### src/rtl/outerprodrc_seq.sv
// outerprodrc_seq: job sequencer for the rate-coded outer-product array.
// A job of len (row,col) pairs is accepted over a valid/ready stream. The
// array is cleared once, each pair is applied with the enable high for one
// unary period, and the accumulated array output is returned on a
// valid/ready result port. A one-entry prefetch buffer keeps consecutive
// pairs running back-to-back.
module outerprodrc_seq #(
  parameter int ROWNUM      = 2,
  parameter int COLNUM      = 2,
  parameter int BITWIDTH    = 4,
  parameter int OUTBITWIDTH = 8,
  parameter int LENW        = 8
) (
  input  logic                                 iClk,
  input  logic                                 iRst,
  input  logic                                 iStart,
  input  logic [LENW-1:0]                      iLen,
  input  logic                                 iVecValid,
  output logic                                 oVecReady,
  input  logic [ROWNUM*BITWIDTH-1:0]           iVecData0,
  input  logic [COLNUM*BITWIDTH-1:0]           iVecData1,
  output logic                                 oArrEn,
  output logic                                 oArrClr,
  output logic [ROWNUM*BITWIDTH-1:0]           oArrData0,
  output logic [COLNUM*BITWIDTH-1:0]           oArrData1,
  input  logic [ROWNUM*COLNUM*OUTBITWIDTH-1:0] iArrData,
  output logic                                 oResValid,
  input  logic                                 iResReady,
  output logic [ROWNUM*COLNUM*OUTBITWIDTH-1:0] oResData,
  output logic                                 oBusy
);

  localparam int PERIOD = 2 ** (BITWIDTH - 1);
  localparam int CW     = (BITWIDTH > 1) ? (BITWIDTH - 1) : 1;
  localparam int RW     = ROWNUM * BITWIDTH;
  localparam int CLW    = COLNUM * BITWIDTH;
  localparam int AW     = ROWNUM * COLNUM * OUTBITWIDTH;
  localparam logic [CW-1:0] CCNT_LAST = CW'(PERIOD - 1);

  typedef enum logic [2:0] {
    S_IDLE,
    S_CLR,
    S_LOAD,
    S_RUN,
    S_DRAIN,
    S_DONE
  } state_t;

  state_t           state_q, state_d;
  logic [LENW-1:0]  len_q, len_d;
  logic [LENW-1:0]  pcnt_q, pcnt_d;     // pairs whose period has completed
  logic [LENW-1:0]  acc_q, acc_d;       // pairs accepted from the stream
  logic [CW-1:0]    ccnt_q, ccnt_d;     // cycle within the current period
  logic             buf_full_q, buf_full_d;
  logic [RW-1:0]    buf0_q, buf0_d;
  logic [CLW-1:0]   buf1_q, buf1_d;
  logic [RW-1:0]    arr0_q, arr0_d;
  logic [CLW-1:0]   arr1_q, arr1_d;
  logic [AW-1:0]    res_q, res_d;
  logic             arr_en_q, arr_en_d;
  logic             arr_clr_q, arr_clr_d;
  logic             res_valid_q, res_valid_d;
  logic             vec_ready_q, vec_ready_d;
  logic             busy_q, busy_d;
  logic             hs;
  logic             last_pair;

  assign oVecReady = vec_ready_q;
  assign oArrEn    = arr_en_q;
  assign oArrClr   = arr_clr_q;
  assign oArrData0 = arr0_q;
  assign oArrData1 = arr1_q;
  assign oResValid = res_valid_q;
  assign oResData  = res_q;
  assign oBusy     = busy_q;

  // Next-state, datapath and registered-output decode for the sequencer.
  always_comb begin
    state_d    = state_q;
    len_d      = len_q;
    pcnt_d     = pcnt_q;
    acc_d      = acc_q;
    ccnt_d     = ccnt_q;
    buf_full_d = buf_full_q;
    buf0_d     = buf0_q;
    buf1_d     = buf1_q;
    arr0_d     = arr0_q;
    arr1_d     = arr1_q;
    res_d      = res_q;
    // Ready is only ever high with the buffer empty, so a handshake and a
    // buffer drain can never collide in the same cycle.
    hs         = iVecValid & vec_ready_q;
    last_pair  = ((pcnt_q + LENW'(1)) == len_q);

    case (state_q)
      S_IDLE: begin
        if (iStart) begin
          len_d   = iLen;
          pcnt_d  = '0;
          acc_d   = '0;
          state_d = S_CLR;
        end
      end

      S_CLR: begin
        state_d = (len_q == '0) ? S_DRAIN : S_LOAD;
      end

      S_LOAD: begin
        if (buf_full_q) begin
          arr0_d     = buf0_q;
          arr1_d     = buf1_q;
          buf_full_d = 1'b0;
          ccnt_d     = '0;
          state_d    = S_RUN;
        end else if (hs) begin
          // First pair of a stall goes straight to the array registers.
          arr0_d  = iVecData0;
          arr1_d  = iVecData1;
          acc_d   = acc_q + LENW'(1);
          ccnt_d  = '0;
          state_d = S_RUN;
        end
      end

      S_RUN: begin
        if (hs) begin
          buf0_d     = iVecData0;
          buf1_d     = iVecData1;
          buf_full_d = 1'b1;
          acc_d      = acc_q + LENW'(1);
        end
        if (ccnt_q == CCNT_LAST) begin
          pcnt_d = pcnt_q + LENW'(1);
          ccnt_d = '0;
          if (last_pair) begin
            state_d = S_DRAIN;
          end else if (buf_full_q) begin
            // Prefetched pair takes over with no idle cycle.
            arr0_d     = buf0_q;
            arr1_d     = buf1_q;
            buf_full_d = 1'b0;
          end else begin
            state_d = S_LOAD;
          end
        end else begin
          ccnt_d = ccnt_q + CW'(1);
        end
      end

      S_DRAIN: begin
        // Enable is low this cycle, so the array output has settled.
        res_d   = iArrData;
        state_d = S_DONE;
      end

      S_DONE: begin
        if (iResReady) begin
          state_d = S_IDLE;
        end
      end

      default: begin
        state_d = S_IDLE;
      end
    endcase

    arr_en_d    = (state_d == S_RUN);
    arr_clr_d   = (state_d == S_CLR);
    res_valid_d = (state_d == S_DONE);
    busy_d      = (state_d != S_IDLE);
    vec_ready_d = ((state_d == S_LOAD) || (state_d == S_RUN)) &&
                  !buf_full_d && (acc_d < len_d);
  end

  // State, counters, buffer and registered outputs; reset clears everything.
  always_ff @(posedge iClk or posedge iRst) begin
    if (iRst) begin
      state_q     <= S_IDLE;
      len_q       <= '0;
      pcnt_q      <= '0;
      acc_q       <= '0;
      ccnt_q      <= '0;
      buf_full_q  <= 1'b0;
      buf0_q      <= '0;
      buf1_q      <= '0;
      arr0_q      <= '0;
      arr1_q      <= '0;
      res_q       <= '0;
      arr_en_q    <= 1'b0;
      arr_clr_q   <= 1'b0;
      res_valid_q <= 1'b0;
      vec_ready_q <= 1'b0;
      busy_q      <= 1'b0;
    end else begin
      state_q     <= state_d;
      len_q       <= len_d;
      pcnt_q      <= pcnt_d;
      acc_q       <= acc_d;
      ccnt_q      <= ccnt_d;
      buf_full_q  <= buf_full_d;
      buf0_q      <= buf0_d;
      buf1_q      <= buf1_d;
      arr0_q      <= arr0_d;
      arr1_q      <= arr1_d;
      res_q       <= res_d;
      arr_en_q    <= arr_en_d;
      arr_clr_q   <= arr_clr_d;
      res_valid_q <= res_valid_d;
      vec_ready_q <= vec_ready_d;
      busy_q      <= busy_d;
    end
  end

endmodule
### config.mk
export PLATFORM = sky130hd
export DESIGN_NAME = outerprodrc_seq
export DESIGN_NICKNAME = d
export VERILOG_FILES = /design/src/rtl/outerprodrc_seq.sv
export SDC_FILE = /design/constraint.sdc
export NUM_CORES = 1
export LEC_CHECK = 0
export CORE_MARGIN = 2
export CORE_UTILIZATION = 40
export CTS_BUF_LIST = sky130_fd_sc_hd__clkbuf_16
export CTS_CLUSTER_SIZE = 12
export DETAILED_ROUTE_END_ITERATION = 12
export GPL_TIMING_DRIVEN = 0
export PLACE_DENSITY = 0.67
export RECOVER_POWER = 25
export SLEW_MARGIN = 20
export SYNTH_ARGS = -nofsm -noshare
export SYNTH_HDL_FRONTEND = slang
export SYNTH_SLANG_ARGS = --single-unit
### constraint.sdc
create_clock -name iClk -period 10.3 [get_ports iClk]
set_input_delay 2.06 -clock iClk [delete_from_list [all_inputs] [get_ports iClk]]
set_output_delay 2.06 -clock iClk [all_outputs]
set_load 0.01 [all_outputs]
==> results of run 1 <==
synthesized netlist by cell type, types with 2 or more instances:
cell type / number / area share [%]
and3_1: 11 / 1.5
buf_6: 2 / 0.48
nor2b_1: 3 / 0.40
mux2_2: 64 / 15
nor3_1: 5 / 0.53
dfrtp_1: 100 / 53
a21oi_1: 13 / 1.4
clkbuf_1: 11 / 0.88
xor2_1: 3 / 0.56
nor4_1: 2 / 0.27
xnor2_1: 8 / 1.5
a31oi_1: 2 / 0.27
a22o_1: 6 / 1.1
a21o_1: 3 / 0.48
nand2_1: 17 / 1.4
nor2_1: 20 / 1.6
mux2_4: 10 / 3.2
o21ai_0: 21 / 2.2
o31ai_1: 4 / 0.64
inv_1: 13 / 1.0
buf_2: 2 / 0.21
mux2_1: 6 / 1.4
nand3_1: 11 / 1.2
nand2b_1: 3 / 0.40
ha_1: 11 / 2.9
o41ai_1: 2 / 0.37
nand4_1: 2 / 0.27
mux2i_1: 8 / 1.7
buf_1: 3 / 0.24
layout make-up:
cell class                 count  area, um2  share of cell area [%]
buffer                        18       85.1                    1.35
clock buffer                   9        225                    3.56
clock inverter                 7       60.1                   0.950
inverter                      14       53.8                   0.851
multi-input combinational    253       2060                    32.6
sequential                   100       2500                    39.6
tap                          143        179                    2.83
timing repair buffer         114       1160                    18.3
logic make-up (layout without fill, tap and decap cells):
logic type      Yosys count  in the layout  share of synthesized area (%)
mux                      88             88                           21.6
xor+xnor                 11             11                           2.05
simple gates             81             81                           8.70
compound gates           62             62                           8.56
flops                   100            100                           53.2
fa+ha+maj                11             11                           2.93
buf+inv                  32            162                           2.93
worst max-delay path, cell delays in order:
cell,delay (ns)
clkdlybuf4s50_1,0.55
and3_1,0.20
and3_1,0.23
nand3_1,0.12
nor3_1,0.15
a21oi_1,0.06
o22ai_1,0.22
ha_1,0.29
nor2b_1,0.13
o21ai_0,0.19
o2111ai_1,0.17
nor3_1,0.25
power by group through the flow:
stage | logic [mW] | clock network (mW) | registers, mW
floorplan | 0.445 | 0 | 0.718
detailed placement | 0.812 | 0 | 0.694
global route | 0.876 | 0.350 | 0.716
global placement | 0.791 | 0 | 0.685
finish | 0.800 | 0.326 | 0.688
CTS | 0.815 | 0.334 | 0.689
metal layers:
layer	wire [um]	part of all wire, %	vias to the layer above	GRT usage (%)
li1	-	-	1633	-
met1	4820	46	1666	24.0
met2	5200	49	96	29.2
met3	415	3.9	10	2.65
met4	149	1.4	0	6.10
met5	0	0	-	0
path summary, 6_finish.rpt:
| path | from | end | slack (ns) | cells past startpoint |
|---|---|---|---|---|
| setup / recovery | iVecValid | oVecReady$_DFF_PP0_ | 5.95 | 12 |
| hold / removal | oArrData0[2]$_DFFE_PP0P_ | oArrData0[2]$_DFFE_PP0P_ | 0.49 | 1 |
| setup reg to reg | state_q[2]$_DFF_PP0_ | oVecReady$_DFF_PP0_ | 7.40 | 12 |
| hold reg to reg | oArrData0[2]$_DFFE_PP0P_ | oArrData0[2]$_DFFE_PP0P_ | 0.49 | 1 |
| max in group asynchronous | iRst | len_q[6]$_DFF_PP0_ | 7.00 | 3 |
| min in group asynchronous | iRst | oResData[12]$_DFFE_PP0N_ | 2.42 | 2 |
registers in the layout, summed over array words and instances (netlist names), 3 cells and up:
| name | cells |
|---|---|
| buf1_q | 8 |
| state_q | 3 |
| ccnt_q | 3 |
| oArrData0 | 8 |
| oResData | 32 |
| len_q | 8 |
| buf0_q | 8 |
| acc_q | 8 |
| oArrData1 | 8 |
| pcnt_q | 8 |
==> flow_summary.toml, run 1 <==
[power_and_ir_drop]
switching_share_pct = 33.3
p_int_mw = 1.21
p_clk_share_pct = 18.0
sequentialPowerShare_pct = 37.9
p_per_area_nw_per_um2 = 287
switching_power_mw = 0.605
p_leak_nw = 2.71
worst_ir_drop_vdd_mv = 0.145
combinationalPowerShare_pct = 44.1
p_total_mw = 1.81

[worst_setup_path]
critPathArrivalTime_ns = 4.61
startpoint_type = "input pin"
path_class = "input pin to flop"
crit_required_ns = 10.55
end_kind = "flop"
path_max_fanout = 4

[layout]
final_cells = 658
n_antenna_cell = 0
final_common_cell = "dfrtp_1"
final_area_um2 = 6320
utilization_pct = 55.1
drive_gt1_share_pct = 19.4
area_growth_pct = 34.4
final_nets = 582
final_cell_mix = "dfrtp_1, clkdlybuf4s50_1, mux2_2, dlygate4sd3_1, o21ai_0"
fillers = 1004

[floorplanning]
dieArea_um2 = 12600
fp.dieH_um = 112
io_pins = 114
num_rows = 39
initial_core_util_pct = 41.0
chipWidth_um = 112
core_area_um2 = 11500

[clocking]
cts_made_buffers = 9
clk_pin_slew_worst_paths_ns = 0.07
cts_hold_buf = 0
cts_setup_buffers = 0
htreeDepth = 3
cts_tree = "yes"
cts_root_buffer = "clkbuf_16"
clock_latency_ns = 0.35
ctsResizeCount = 0
cts_num_sinks = 100
cts_buffer_depth = 2

[detailed_routing]
drc_errors = 0
num_vias = 3405
drt_iter0_markers = 244
drt_wl_total_mm = 10.6
ant_nets = 0
drt_first_pass_iters = 4
vias_per_cell = 5.17
wl_per_cell_um = 16.1

[global_routing]
grt_max_degree = 75
grt_pass1_vias = 3520
grt-ovfl-total = 0
antenna_found_initial = 0
grt_pass1_wl_mm = 18.1
grt.total_usage_pct = 17.7

[sta]
rsz0062_at_grt = "false"
clock.fmax_mhz = 230
tns_ns = 0
tightest_slew_ns = 1.26
worst_clock_skew_ns = 0.00837
period_minus_slack_ns = 4.35
setup_viol = 0
fin_hold_ws_ns = 0.488
finalCritPeriodShare_pct = 42.3
hold_violations = 0
finalWorstSetupSlack_ns = 5.95
slew_headroom_pct = 15.7
slew_violations = 0

[placement]
placed_area_um2 = 6050
port_buffers = 113
place_hpwl_mm = 7.71
dpl_worst_slack_ns = 5.63
gp_congestion = 0.827
dp_cells = 642

[synth]
syn_avg_cell_area_um2 = 12.2
seq_area_frac_synth_pct = 53.2
synth_nets = 457
async_reset_ff_share_pct = 100
syn-cell-area_um2 = 4700
syn_inst = 385
synth-edff-count = 0
yosysUniqueCellTypes = 48
yosysWarnings = 0
ys_ff_latch = 100
synth_ff_type = "dfrtp_1"

[min_path]
hold_path_class = "flop to flop"

[run_status]
status = "completed"

[run]
drv_cap = 0
Power figures use the tool's default switching activity.
==> inputs of run 2 (changes only) <==
--- a/config.mk
+++ b/config.mk
@@ -11,7 +11,7 @@
 export CTS_CLUSTER_SIZE = 12
 export DETAILED_ROUTE_END_ITERATION = 12
 export GPL_TIMING_DRIVEN = 0
-export PLACE_DENSITY = 0.67
+export PLACE_DENSITY = 0.69
 export RECOVER_POWER = 25
 export SLEW_MARGIN = 20
 export SYNTH_ARGS = -nofsm -noshare
==> constraint.sdc (replaced) <==
create_clock -name iClk -period 3.6 [get_ports iClk]
set_input_delay 0.72 -clock iClk [delete_from_list [all_inputs] [get_ports iClk]]
set_output_delay 0.72 -clock iClk [all_outputs]
set_load 0.01 [all_outputs]
==> flow_summary.toml, run 2 (synthesis gave the netlist of run 1 again) <==
[run_status]
status = "finished with violations"
violations = "max-capacitance violations, max-slew violations"

[sta]
period_minus_slack_ns = 3.01
hold_violations = 0
slew_headroom_pct = -22.2
clock.fmax_mhz = 333
worst_clock_skew_ns = 0.00728
rsz0062_at_grt = "false"
tightest_slew_ns = 1.82
setup_viol = 0
finalCritPeriodShare_pct = 83.5
slew_violations = 43

[clocking]
cts_made_buffers = 9
cts_hold_buf = 0
cts_root_buffer = "clkbuf_16"
cts_num_sinks = 100
htreeDepth = 3
clk_pin_slew_worst_paths_ns = 0.07
cts_tree = "yes"
cts_setup_buffers = 0
cts_buffer_depth = 2
clock_latency_ns = 0.35
ctsResizeCount = 0

[power_and_ir_drop]
p_total_mw = 5.20
p_leak_nw = 2.70
worst_ir_drop_vdd_mv = 0.466
p_per_area_nw_per_um2 = 824

[detailed_routing]
drt_first_pass_iters = 4
wl_per_cell_um = 15.9
num_vias = 3438
drc_errors = 0
drt_iter0_markers = 168
vias_per_cell = 5.22
drt_wl_total_mm = 10.5
ant_nets = 0

[worst_setup_path]
end_kind = "flop"
crit_required_ns = 3.84
path_max_fanout = 4
path_class = "input pin to flop"
critPathArrivalTime_ns = 3.25
startpoint_type = "input pin"
cp-startpoint = "iVecValid"
rr_startpoint = "state_q[2]$_DFF_PP0_"

[min_path]
hold_path_class = "flop to flop"
hold_path_startpoint = "oArrData0[3]$_DFFE_PP0P_"

[global_routing]
grt_pass1_vias = 3515
antenna_found_initial = 0
grt_pass1_wl_mm = 17.7
grt_max_degree = 60
grt.total_usage_pct = 17.4
grt-ovfl-total = 0

[layout]
drive_gt1_share_pct = 19.8
final_nets = 582
n_antenna_cell = 0
final_cell_mix = "clkdlybuf4s50_1, dfrtp_1, mux2_2, o21ai_0, nor2_1"
utilization_pct = 55.0
final_common_cell = "clkdlybuf4s50_1"
area_growth_pct = 34.1
largest_register_ffs = 32

[floorplanning]
num_rows = 39
dieArea_um2 = 12600
chipWidth_um = 112
core_area_um2 = 11500
io_pins = 114
initial_core_util_pct = 41.0
fp.dieH_um = 112

[run]
drv_cap = 1

[placement]
gp_congestion = 0.835
place_hpwl_mm = 7.67
port_buffers = 113
==> run 2: critical path: stages <==
cell and delay [ns]:
clkdlybuf4s50_1 0.53, and3_1 0.19, and3_1 0.21, nand3_1 0.11, nor3_1 0.14, a21oi_1 0.06, o22ai_1 0.23, ha_1 0.30
nor2b_1 0.14, o21ai_0 0.19, o2111ai_1 0.16, nor3_1 0.27
==> run 2: metal layers <==
metal	vias to the layer above	share of wire, %	routed length [um]	track usage, %
met2	96	48	5030	28.0
met3	17	4.2	443	2.75
met1	1683	45	4720	23.3
li1	1642	-	-	-
met5	-	0	0	0
met4	0	2.5	259	7.72
==> run 2: where the power goes <==
part	total [mW]	internal [mW]	switching, mW
registers	1.97	1.64	0.330
clock network	0.934	0.481	0.453
logic	2.30	1.35	0.950
==> run 2: final timing paths <==
check | to | slack [ns] | cells past startpoint
setup / recovery | oVecReady$_DFF_PP0_ | 0.59 | 12
hold / removal | oArrData0[3]$_DFFE_PP0P_ | 0.49 | 1
setup reg to reg | oVecReady$_DFF_PP0_ | 0.65 | 12
hold reg to reg | oArrData0[3]$_DFFE_PP0P_ | 0.49 | 1
max in group asynchronous | oArrData0[4]$_DFFE_PP0P_ | 0.72 | 3
min in group asynchronous | oResData[4]$_DFFE_PP0N_ | 1.29 | 2
==> run 2: metrics by stage <==
stage	cells	area (um2)	hold slack, ns	setup TNS (ns)	setup WS, ns
3_3_place_gp	641	6010	0.470	-120.79	-1.21
5_1_grt	658	6310	0.521	0	0.207
4_1_cts	658	6330	0.493	0	0.631
6_report	658	6310	0.491	0	0.594
2_1_floorplan	385	4700	0.470	0	0.261
3_5_place_dp	642	6050	0.477	0	0.294
==> run 2: area by class of cell <==
type / instances / area (um2)
tap: 143 / 179
sequential: 100 / 2500
inverter: 14 / 53.8
timing repair buffer: 114 / 1140
buffer: 18 / 85.1
multi-input combinational: 253 / 2060
fill: 964 / 5160
clock buffer: 9 / 225
clock inverter: 7 / 58.8
==> inputs of run 3 (changes only) <==
==> constraint.sdc (replaced) <==
create_clock -name iClk -period 2.4 [get_ports iClk]
set_input_delay 0.48 -clock iClk [delete_from_list [all_inputs] [get_ports iClk]]
set_output_delay 0.48 -clock iClk [all_outputs]
set_load 0.01 [all_outputs]
==> flow_summary.toml, run 3 (synthesis gave the netlist of run 1 again) <==
[run_status]
status = "completed"

[placement]
place_hpwl_mm = 7.83
gp_congestion = 0.854
port_buffers = 113

[layout]
final_nets = 592
utilization_pct = 57.1
drive_gt1_share_pct = 25.6
final_cell_mix = "clkdlybuf4s50_1, dfrtp_1, mux2_2, o21ai_0, nor2_1"
n_antenna_cell = 0
largest_register_ffs = 32
area_growth_pct = 39.2
final_common_cell = "clkdlybuf4s50_1"

[clocking]
cts_root_buffer = "clkbuf_16"
cts_hold_buf = 0
cts_num_sinks = 100
clk_pin_slew_worst_paths_ns = 0.07
clock_latency_ns = 0.34
cts_made_buffers = 9
cts_buffer_depth = 2
htreeDepth = 3
cts_tree = "yes"

[global_routing]
met3_usage_pct = 3.19
grt_pass1_wl_mm = 17.7
gr-usage-met2_pct = 29.6
antenna_found_initial = 0
grt_busiest_layer = "met2"
met1_usage_pct = 22.4
grt.total_usage_pct = 17.5
grt-ovfl-total = 0
grt_pass1_vias = 3523
grt_max_degree = 34

[power_and_ir_drop]
worst_ir_drop_vdd_mv = 0.693
p_leak_nw = 2.79
p_per_area_nw_per_um2 = 1240

[sta]
worst_clock_skew_ns = 0.00821
tightest_slew_ns = 0.797
period_minus_slack_ns = 2.33
clock.fmax_mhz = 429
slew_violations = 0
hold_violations = 0
slew_headroom_pct = 46.9
setup_viol = 0
fin_hold_ws_ns = 0.493
finalCritPeriodShare_pct = 97.1

[detailed_routing]
ant_nets = 0
vias_per_cell = 5.23
drt_iter0_markers = 157
drt_wl_total_mm = 10.8
drt_first_pass_iters = 5
drc_errors = 0
num_vias = 3482
wl_per_cell_um = 16.2

[min_path]
hold_path_class = "flop to flop"

[floorplanning]
fp.dieH_um = 112
num_rows = 39
initial_core_util_pct = 41.0
io_pins = 114
chipWidth_um = 112
core_area_um2 = 11500
dieArea_um2 = 12600

[worst_setup_path]
path_class = "flop to flop"
crit_required_ns = 2.63
path_max_fanout = 8
startpoint_type = "flop"
end_kind = "flop"
critPathArrivalTime_ns = 2.56

[run]
drv_cap = 0
-- run 3: changes by cell type in the layout (fill, tap and decap cells not counted), sizes merged --
cell / previous run / this run
clkinv: 2 / 0
clkdlybuf4s50: 111 / 110
dlygate4sd3: 2 / 1
dlymetal6s2s: 0 / 1
buf: 7 / 17
inv: 17 / 14
bufinv: 0 / 1
clkinvlp: 2 / 4
dlygate4sd2: 0 / 1
-- run 3: path summary, 6_finish.rpt --
check                                    startpoint                       end  slack [ns]  cells after the start
max                           pcnt_q[1]$_DFFE_PP0P_  oArrData0[0]$_DFFE_PP0P_        0.07                      8
min                        oArrData0[5]$_DFFE_PP0P_  oArrData0[5]$_DFFE_PP0P_        0.49                      1
max reg2reg                   pcnt_q[1]$_DFFE_PP0P_  oArrData0[0]$_DFFE_PP0P_        0.07                      8
min reg2reg                oArrData0[5]$_DFFE_PP0P_  oArrData0[5]$_DFFE_PP0P_        0.49                      1
max in group asynchronous                      iRst      buf_full_q$_DFF_PP0_        0.72                      4
min in group asynchronous                      iRst  oResData[22]$_DFFE_PP0N_        0.53                      2
-- run 3: area by class of cell --
type                       count  area [um2]
clock buffer                   9         225
multi-input combinational    253        2180
fill                         949        4920
sequential                   100        2510
tap                          143         179
timing repair buffer         128        1270
buffer                        14        76.3
inverter                      14        56.3
clock inverter                 5        56.3
-- run 3: per-stage QoR --
stage	power [mW]	cells	area (um2)	setup WS, ns	setup TNS (ns)
2_1_floorplan	5.01	385	4720	0.0200	0
3_3_place_gp	6.35	641	6030	-0.628	-44.02
3_5_place_dp	6.50	644	6090	-0.664	-12.93
4_1_cts	7.99	661	6450	0.000513	0
5_1_grt	8.63	666	6550	-0.0219	-0.0258
6_report	8.09	666	6550	0.0687	0
-- run 3: metal layers --
metal | share of wire [%] | vias to the layer above | routed length (um)
met3 | 4.2 | 10 | 449
li1 | - | 1651 | -
met4 | 1.3 | 0 | 144
met5 | 0 | - | 0
met2 | 51 | 94 | 5490
met1 | 44 | 1727 | 4690
-- run 3: where the power goes --
group          total (mW)  switching (mW)  internal [mW]  leakage [nW]
logic                3.70            1.52           2.18          1.45
registers            2.99           0.529           2.46          1.21
clock network        1.40           0.609          0.793         0.131
total                8.09            2.66           5.43          2.79
-- run 3: repair_timing --
item                                    CTS  global route
pin swaps                                 4             5
gates resized for setup                  17            19
cloned                                    0             1
endpoints found under the setup margin   27            14
endpoints found under the hold margin     0             0
setup buffers                             7             4
-- run 3: critical path: stages, from the launching register on --
cell       delay, ns
dfrtp_2         0.40
ha_4            0.17
nand3_4         0.08
or3_4           0.40
a211oi_4        0.28
nand4_4         0.13
o211a_4         0.28
clkbuf_16       0.18
mux2_4          0.30
